`config.mk`:
```
export PLATFORM = sky130hd
export DESIGN_NAME = mem_bank_router_flat
export DESIGN_NICKNAME = d
export VERILOG_FILES = /design/src/rtl/mem_bank_router_if.sv /design/src/rtl/mem_bank_router.sv /design/src/flat_wrapper.sv
export SDC_FILE = /design/constraint.sdc
export NUM_CORES = 1
export LEC_CHECK = 0
export ABC_AREA = 1
export BUFFER_PORTS_ARGS = -buffer_cell sky130_fd_sc_hd__buf_2
export CAP_MARGIN = 15
export CORE_MARGIN = 1
export CORE_UTILIZATION = 44
export CTS_BUF_LIST = sky130_fd_sc_hd__clkbuf_8
export CTS_CLUSTER_DIAMETER = 30
export CTS_CLUSTER_SIZE = 28
export DETAILED_ROUTE_END_ITERATION = 16
export PLACE_DENSITY = 0.77
export SYNTH_ARGS = -nofsm -noshare
export SYNTH_HDL_FRONTEND = slang
export SYNTH_SLANG_ARGS = --single-unit
```
`constraint.sdc`:
```
create_clock -name clk -period 1.4 [get_ports clk]
set_input_delay 0.07 -clock clk [delete_from_list [all_inputs] [get_ports clk]]
set_output_delay 0.07 -clock clk [all_outputs]
set_load 0.1 [all_outputs]
```
`src/rtl/mem_bank_router_if.sv`:
```
// Bundles the CPU request/response and memory-bank signals of mem_bank_router.
// Parameters must match those of the router instance the interface is bound to.
//   slave  : router view (takes requests and bank read data; drives strobes and responses)
//   master : environment view (CPU plus bank models)
interface mem_bank_router_if #(
  parameter int DATA_W      = 16,
  parameter int ADDR_W      = 16,
  parameter int BANK_ADDR_W = 15,
  parameter int NUM_BANKS   = 2
) ();
  logic                        req_valid;
  logic                        req_ready;
  logic                        req_we;
  logic [ADDR_W-1:0]           req_addr;
  logic [DATA_W-1:0]           req_wdata;
  logic [NUM_BANKS-1:0]        bank_en;
  logic                        bank_we;
  logic [BANK_ADDR_W-1:0]      bank_addr;
  logic [DATA_W-1:0]           bank_wdata;
  logic [NUM_BANKS*DATA_W-1:0] bank_rdata;
  logic                        rsp_valid;
  logic [DATA_W-1:0]           rsp_rdata;
  logic                        rsp_err;

  modport slave (
    input  req_valid, req_we, req_addr, req_wdata, bank_rdata,
    output req_ready, bank_en, bank_we, bank_addr, bank_wdata,
           rsp_valid, rsp_rdata, rsp_err
  );

  modport master (
    output req_valid, req_we, req_addr, req_wdata, bank_rdata,
    input  req_ready, bank_en, bank_we, bank_addr, bank_wdata,
           rsp_valid, rsp_rdata, rsp_err
  );
endinterface

```
`src/rtl/mem_bank_router.sv`:
```
// mem_bank_router: routes one CPU load/store at a time to one of NUM_BANKS
// memory banks selected by req_addr[ADDR_W-1:BANK_ADDR_W]. Issues a one-cycle
// one-hot bank strobe, waits RD_LAT cycles for reads, and returns a one-cycle
// registered response. Out-of-range bank indices answer with rsp_err and never
// touch a bank.
// Ports:
//   clk        system clock, rising edge
//   rst        synchronous active-high reset
//   bus        mem_bank_router_if.slave (request, bank and response signals)
//   acc_count  per-bank 16-bit saturating access counters (stats build only)
//   err_count  16-bit saturating error counter (stats build only)
// Optional feature: define MEM_BANK_ROUTER_STATS_EN to add the access/error counters.
//
// state | meaning
// IDLE  | req_ready high, accept and latch a request
// ISSUE | one-cycle bank strobe for the latched request
// WAIT  | read latency countdown, capture read data when counter hits 0
// RESP  | one-cycle rsp_valid with registered data/err
module mem_bank_router #(
  parameter int DATA_W      = 16,
  parameter int ADDR_W      = 16,
  parameter int BANK_ADDR_W = 15,
  parameter int NUM_BANKS   = 2,
  parameter int RD_LAT      = 1
) (
  input  logic                   clk,
  input  logic                   rst,
  mem_bank_router_if.slave       bus
`ifdef MEM_BANK_ROUTER_STATS_EN
  ,
  output logic [NUM_BANKS*16-1:0] acc_count,
  output logic [15:0]             err_count
`endif
);
  localparam int IDX_W = ADDR_W - BANK_ADDR_W;
  // One extra bit so NUM_BANKS == 2**IDX_W is representable in the compare.
  localparam logic [IDX_W:0] NB_LIM   = (IDX_W+1)'(NUM_BANKS);
  localparam logic [2:0]     CNT_INIT = 3'(RD_LAT - 1);

  typedef enum logic [1:0] {IDLE, ISSUE, WAIT, RESP} state_t;

  state_t                 state_q, state_d;
  logic                   we_q, we_d;
  logic [BANK_ADDR_W-1:0] addr_q, addr_d;
  logic [DATA_W-1:0]      wdata_q, wdata_d;
  logic [IDX_W-1:0]       idx_q, idx_d;
  logic [2:0]             cnt_q, cnt_d;
  logic [DATA_W-1:0]      rsp_rdata_q, rsp_rdata_d;
  logic                   rsp_err_q, rsp_err_d;

  logic [IDX_W-1:0]       req_idx;
  logic                   req_in_range;
  logic [DATA_W-1:0]      rd_sel;
  logic                   issue;

  assign req_idx      = bus.req_addr[ADDR_W-1:BANK_ADDR_W];
  assign req_in_range = ({1'b0, req_idx} < NB_LIM);
  assign issue        = (state_q == ISSUE);

  always_comb begin
    rd_sel = '0;
    for (int i = 0; i < NUM_BANKS; i++) begin
      if (idx_q == IDX_W'(i)) rd_sel = bus.bank_rdata[i*DATA_W +: DATA_W];
    end
  end

  always_comb begin
    state_d     = state_q;
    we_d        = we_q;
    addr_d      = addr_q;
    wdata_d     = wdata_q;
    idx_d       = idx_q;
    cnt_d       = cnt_q;
    rsp_rdata_d = rsp_rdata_q;
    rsp_err_d   = rsp_err_q;
    case (state_q)
      IDLE: begin
        if (bus.req_valid) begin
          we_d    = bus.req_we;
          addr_d  = bus.req_addr[BANK_ADDR_W-1:0];
          wdata_d = bus.req_wdata;
          idx_d   = req_idx;
          if (req_in_range) begin
            state_d = ISSUE;
          end else begin
            state_d   = RESP;
            rsp_err_d = 1'b1;
          end
        end
      end
      ISSUE: begin
        if (we_q) begin
          state_d = RESP;
        end else begin
          state_d = WAIT;
          cnt_d   = CNT_INIT;
        end
      end
      WAIT: begin
        if (cnt_q == 3'd0) begin
          rsp_rdata_d = rd_sel;
          state_d     = RESP;
        end else begin
          cnt_d = cnt_q - 3'd1;
        end
      end
      RESP: begin
        state_d     = IDLE;
        rsp_rdata_d = '0;
        rsp_err_d   = 1'b0;
      end
      default: state_d = IDLE;
    endcase
  end

  always_ff @(posedge clk) begin
    if (rst) begin
      state_q     <= IDLE;
      we_q        <= 1'b0;
      addr_q      <= '0;
      wdata_q     <= '0;
      idx_q       <= '0;
      cnt_q       <= '0;
      rsp_rdata_q <= '0;
      rsp_err_q   <= 1'b0;
    end else begin
      state_q     <= state_d;
      we_q        <= we_d;
      addr_q      <= addr_d;
      wdata_q     <= wdata_d;
      idx_q       <= idx_d;
      cnt_q       <= cnt_d;
      rsp_rdata_q <= rsp_rdata_d;
      rsp_err_q   <= rsp_err_d;
    end
  end

  // Bank-side outputs are gated by ISSUE so they read 0 in every other state.
  assign bus.req_ready  = (state_q == IDLE);
  assign bus.bank_en    = issue ? (NUM_BANKS'(1) << idx_q) : '0;
  assign bus.bank_we    = issue & we_q;
  assign bus.bank_addr  = issue ? addr_q : '0;
  assign bus.bank_wdata = issue ? wdata_q : '0;
  assign bus.rsp_valid  = (state_q == RESP);
  assign bus.rsp_rdata  = rsp_rdata_q;
  assign bus.rsp_err    = rsp_err_q;

`ifdef MEM_BANK_ROUTER_STATS_EN
  logic [NUM_BANKS-1:0][15:0] acc_q, acc_d;
  logic [15:0]                err_q, err_d;

  always_comb begin
    acc_d = acc_q;
    err_d = err_q;
    for (int i = 0; i < NUM_BANKS; i++) begin
      if (issue && idx_q == IDX_W'(i) && acc_q[i] != 16'hFFFF) acc_d[i] = acc_q[i] + 16'd1;
    end
    if (state_q == IDLE && bus.req_valid && !req_in_range && err_q != 16'hFFFF)
      err_d = err_q + 16'd1;
  end

  always_ff @(posedge clk) begin
    if (rst) begin
      acc_q <= '0;
      err_q <= '0;
    end else begin
      acc_q <= acc_d;
      err_q <= err_d;
    end
  end

  assign acc_count = acc_q;
  assign err_count = err_q;
`endif
endmodule

```
`src/flat_wrapper.sv`:
```
// flat-port wrapper written by rule: the top's interface ports become plain ports
module mem_bank_router_flat 
#(
  parameter int DATA_W      = 16,
  parameter int ADDR_W      = 16,
  parameter int BANK_ADDR_W = 15,
  parameter int NUM_BANKS   = 2,
  parameter int RD_LAT      = 1
)
  (clk, rst, bus_req_valid, bus_req_we, bus_req_addr, bus_req_wdata, bus_bank_rdata, bus_req_ready, bus_bank_en, bus_bank_we, bus_bank_addr, bus_bank_wdata, bus_rsp_valid, bus_rsp_rdata, bus_rsp_err);
  mem_bank_router_if #(.DATA_W(DATA_W), .ADDR_W(ADDR_W), .BANK_ADDR_W(BANK_ADDR_W), .NUM_BANKS(NUM_BANKS)) bus_i ();
  input  logic clk;
  input  logic rst;
  input wire logic [$bits(bus_i.req_valid)-1:0] bus_req_valid;
  input wire logic [$bits(bus_i.req_we)-1:0] bus_req_we;
  input wire logic [$bits(bus_i.req_addr)-1:0] bus_req_addr;
  input wire logic [$bits(bus_i.req_wdata)-1:0] bus_req_wdata;
  input wire logic [$bits(bus_i.bank_rdata)-1:0] bus_bank_rdata;
  output wire logic [$bits(bus_i.req_ready)-1:0] bus_req_ready;
  output wire logic [$bits(bus_i.bank_en)-1:0] bus_bank_en;
  output wire logic [$bits(bus_i.bank_we)-1:0] bus_bank_we;
  output wire logic [$bits(bus_i.bank_addr)-1:0] bus_bank_addr;
  output wire logic [$bits(bus_i.bank_wdata)-1:0] bus_bank_wdata;
  output wire logic [$bits(bus_i.rsp_valid)-1:0] bus_rsp_valid;
  output wire logic [$bits(bus_i.rsp_rdata)-1:0] bus_rsp_rdata;
  output wire logic [$bits(bus_i.rsp_err)-1:0] bus_rsp_err;
  assign bus_i.req_valid = bus_req_valid;
  assign bus_i.req_we = bus_req_we;
  assign bus_i.req_addr = bus_req_addr;
  assign bus_i.req_wdata = bus_req_wdata;
  assign bus_i.bank_rdata = bus_bank_rdata;
  assign bus_req_ready = bus_i.req_ready;
  assign bus_bank_en = bus_i.bank_en;
  assign bus_bank_we = bus_i.bank_we;
  assign bus_bank_addr = bus_i.bank_addr;
  assign bus_bank_wdata = bus_i.bank_wdata;
  assign bus_rsp_valid = bus_i.rsp_valid;
  assign bus_rsp_rdata = bus_i.rsp_rdata;
  assign bus_rsp_err = bus_i.rsp_err;
  mem_bank_router #(.DATA_W(DATA_W), .ADDR_W(ADDR_W), .BANK_ADDR_W(BANK_ADDR_W), .NUM_BANKS(NUM_BANKS), .RD_LAT(RD_LAT)) u_core (.clk(clk), .rst(rst), .bus(bus_i));
endmodule
```
==> impl_metrics.json <==
{
  "power.share.clock_pct": 8.7,
  "grt_start_max_net_pins": 54,
  "p_seq_share_pct": 21.6,
  "rsz_0062_raised_after_global_routing": "yes",
  "postSynth.asyncResetShare_pct": 0,
  "gp_congestion": 0.765,
  "ys_seq_elements": 54,
  "syn_nets": 490,
  "first_global_vias": 2847,
  "synth_top_area_cell": "sky130_fd_sc_hd__dfxtp_1",
  "timing_hold_violations_final": 4,
  "boundaryPins": 121,
  "final_period_minus_worst_setup_slack_ns": 1.62,
  "timing.critical_path.cells": "inv_4 -> ha_4 -> buf_12 -> clkbuf_16 -> nand2_4 -> clkinvlp_4 -> buf_12",
  "crit_fanout": 6,
  "synth-seq-area-share_pct": 40.4,
  "synth-compound-area-share_pct": 13.9,
  "fin_skew_ns": 0.0108,
  "gr-usage-all-layers_pct": 26.1,
  "syn_area_cell_um2": 6.45,
  "cp-start-kind": "register",
  "ctsRootBufferMaster": "sky130_fd_sc_hd__clkbuf_8",
  "synth_top_area_share_pct": 40.4,
  "dpl.cell_count": 599,
  "edff_count_synth": 0,
  "fill_cells": 264,
  "drt_pass1_iterations": 5,
  "holdWs_ns": -0.00380,
  "synth_top_family_by_area": "simple AND/OR/NAND/NOR gates",
  "cts.path.max_buffers": 2,
  "die_h_um": 80.0,
  "place.detailed.hpwl_um": 5370,
  "floorplan.core_area_mm2": 0.00589,
  "p_int_mw": 5.46,
  "critical_path_class": "reg -> out",
  "yosys.cell_count.top_type": "sky130_fd_sc_hd__nor2_1",
  "synth_xor_area_share_pct": 0,
  "synthTopCellsByCount": "120 x sky130_fd_sc_hd__nor2_1, 66 x sky130_fd_sc_hd__nand2_1, 62 x sky130_fd_sc_hd__inv_1",
  "synth_unique_cells": 18,
  "first_pass_grt_wire_length_um": 13000,
  "die-width_um": 80.0,
  "port_buffers": 119,
  "fmax_ghz": 0.616,
  "synthesis.area_mm2": 0.00268,
  "antenna_left": 0,
  "primary_flip_flop_cell_chosen_by_synthesis_mapping": "sky130_fd_sc_hd__dfxtp_1",
  "final_critical_path_setup_slack_ns": -0.222,
  "fin_cells": 633,
  "pre_cts_ws_ns": -0.0831,
  "power.ir.vdd_worst_mv": 2.02,
  "routed_wl_um": 11000,
  "initial_utilization_pct": 45.5,
  "synth_simple_gate_area_share_pct": 27.7,
  "drc": 0,
  "switchingPower_mw": 6.80,
  "cp.arrival_ns": 1.55,
  "cts.reportedPaths.clkPinSlew_ns": 0.10,
  "setup_violations": 89,
  "worst_skew_pair_later_pin_latency_ns": 0.31,
  "avgRoutedWirePerCell_um": 17.3,
  "dr_total_vias": 3381,
  "yosys_warnings": 0,
  "syn_inst": 415,
  "detailedRoute.firstIterationViolations": 193,
  "power-per-cell-area_mw_per_mm2": 2340,
  "number_of_antenna_violations_at_the_first_check_in_global_routing": 0,
  "synth_mux_area_share_pct": 0,
  "worst_hold_path_type": "in -> reg",
  "synth_fa_ha_area_share_pct": 3.27,
  "critical_path.most_common_cell": "sky130_fd_sc_hd__buf_12",
  "tritoncts": "built",
  "htree_num_levels": 2,
  "setup.worst_path.end_class": "output port",
  "post_route_cells_drive_above_1_share_pct": 60.4,
  "num_rows": 28,
  "die_area_mm2": 0.00640,
  "worst_path_largest_cell_delay_ns": 0.37,
  "finalNetCount": 632,
  "syn_to_final_growth_pct": 95.9,
  "via_per_inst": 5.34,
  "multi_input_area_mm2": 0.00187,
  "timing.final.crit_share_pct": 116,
  "yosys-top-cells-area": "sky130_fd_sc_hd__dfxtp_1 40%, sky130_fd_sc_hd__nor2_1 17%, sky130_fd_sc_hd__o21ai_0 10%, sky130_fd_sc_hd__nand2_1 9.3%, sky130_fd_sc_hd__inv_1 8.7%",
  "sw_frac_of_total_pct": 55.5,
  "area.sequential_mm2": 0.00109,
  "violations_in_the_final_reports": "hold timing, setup timing",
  "drv_slew": 0,
  "worst-endpoint-required_ns": 1.33,
  "critPathSlowestCell": "sky130_fd_sc_hd__dfxtp_4",
  "max_cap_violations": 0,
  "reg2reg_depth": 10,
  "run_status": "finished with violations",
  "whs_path_depth": 3,
  "power.leakage_nw": 2.57,
  "combPwrFrac_pct": 69.7,
  "gr-total-overflow": 0,
  "antenna_cells": 0,
  "tritoncts.num_buffers": 5,
  "cts_sinks": 54
}
-- layer usage --
| layer | share of wire, % | vias to the layer above | track usage (%) |
|---|---|---|---|
| li1 | - | 1540 | - |
| met1 | 37 | 1609 | 31.6 |
| met2 | 52 | 190 | 46.8 |
| met3 | 6.3 | 42 | 4.34 |
| met4 | 4.0 | 0 | 8.21 |
| met5 | 0 | - | 0 |
-- cell type report --
type,count,area share (%)
repair inverters,1,0.167
clock inverters,3,0.764
clock buffers,5,1.31
multi-input cells,273,35.6
inverters,64,7.21
well taps,75,1.79
repair buffers,158,32.4
flip-flops and latches,54,20.8
-- worst paths after layout --
path | start | end | slack (ns)
worst max-delay path | u_core.state_q[1] | bus_bank_wdata[8] | -0.22
worst min-delay path | bus_req_wdata[0] | u_core.wdata_q[0] | -0.004
worst max register to register | u_core.state_q[1] | u_core.bus.rsp_rdata[12] | -0.18
worst min register to register | u_core.addr_q[3] | u_core.addr_q[3] | 0.50
-- what timing repair did --
action	4_1_cts	5_1_grt
gates cloned	3	9
gates resized for setup	40	162
setup endpoints to repair	86	85
endpoints found under the hold margin	1	2
pin swaps	15	41
hold buffers	1	2
buffers inserted	5	8
-- per-stage QoR --
| step | total power [mW] | TNS (ns) | instance area [µm²] | utilization (%) | hold slack (ns) |
|---|---|---|---|---|---|
| after CTS | 10.6 | -5.69 | 4620 | 78.5 | 0.00275 |
| after floorplan | 7.56 | -3.27 | 3070 | - | 0.129 |
| after detailed placement | 8.98 | -2.07 | 4240 | 72.0 | 0.240 |
| after global placement | 8.81 | 0 | 4240 | 72.0 | 0.236 |
| final | 12.3 | -10.06 | 5240 | 89.1 | -0.00380 |
| after global routing | 12.7 | -13.45 | 5240 | 89.1 | 0.00367 |
-- critical path, delay by kind of cell, from the launching register on --
kind	cells	cell delay [ns]
adder cells (fa/ha/maj)	1	0.17
buffers and inverters	5	0.62
flip-flops	1	0.37
AND/OR/NAND/NOR	1	0.08
-- cell families (layout without fill, tap and decap cells) --
family	count (synthesis)	count (layout)
adders and majority gates	7	7
AOI/OAI and AO/OA	72	72
DFF	54	54
other	1	1
and+or+nand+nor	192	193
buffers and inverters	89	231
-- placed cells by master, fill, tap and decap left out, types with 8 or more instances in the layout --
cell type | synthesis | final
sky130_fd_sc_hd__nor2_2 | 1 | 9
sky130_fd_sc_hd__clkinvlp_4 | 0 | 30
sky130_fd_sc_hd__o21ai_2 | 0 | 44
sky130_fd_sc_hd__nand2_4 | 0 | 35
sky130_fd_sc_hd__inv_2 | 2 | 15
sky130_fd_sc_hd__o21ai_0 | 55 | 10
sky130_fd_sc_hd__buf_12 | 0 | 43
sky130_fd_sc_hd__o21ai_1 | 11 | 11
sky130_fd_sc_hd__nand2_1 | 66 | 19
sky130_fd_sc_hd__inv_1 | 62 | 13
sky130_fd_sc_hd__dfxtp_1 | 54 | 52
sky130_fd_sc_hd__buf_4 | 3 | 12
sky130_fd_sc_hd__nor2_1 | 120 | 108
sky130_fd_sc_hd__nand2_2 | 0 | 10
sky130_fd_sc_hd__buf_2 | 6 | 83
sky130_fd_sc_hd__buf_6 | 5 | 8
-- state kept, by name, summed over array words and instances, names as in the netlist --
name and count:
u_core.wdata_q 16, u_core.state_q 2, u_core.idx_q 1, u_core.bus.rsp_rdata 16, u_core.cnt_q 3, u_core.addr_q 15
u_core.we_q 1
-- power by group through the flow --
| stage | sequential (mW) | clock (mW) | combinational, mW |
|---|---|---|---|
| after floorplan | 4.15 | 0 | 3.41 |
| after global placement | 2.48 | 0 | 6.33 |
| after detailed placement | 2.51 | 0 | 6.48 |
| after CTS | 2.51 | 1.05 | 7.08 |
| after global routing | 2.69 | 1.12 | 8.89 |
| final | 2.65 | 1.07 | 8.55 |
(Power assumes the default switching activity.)
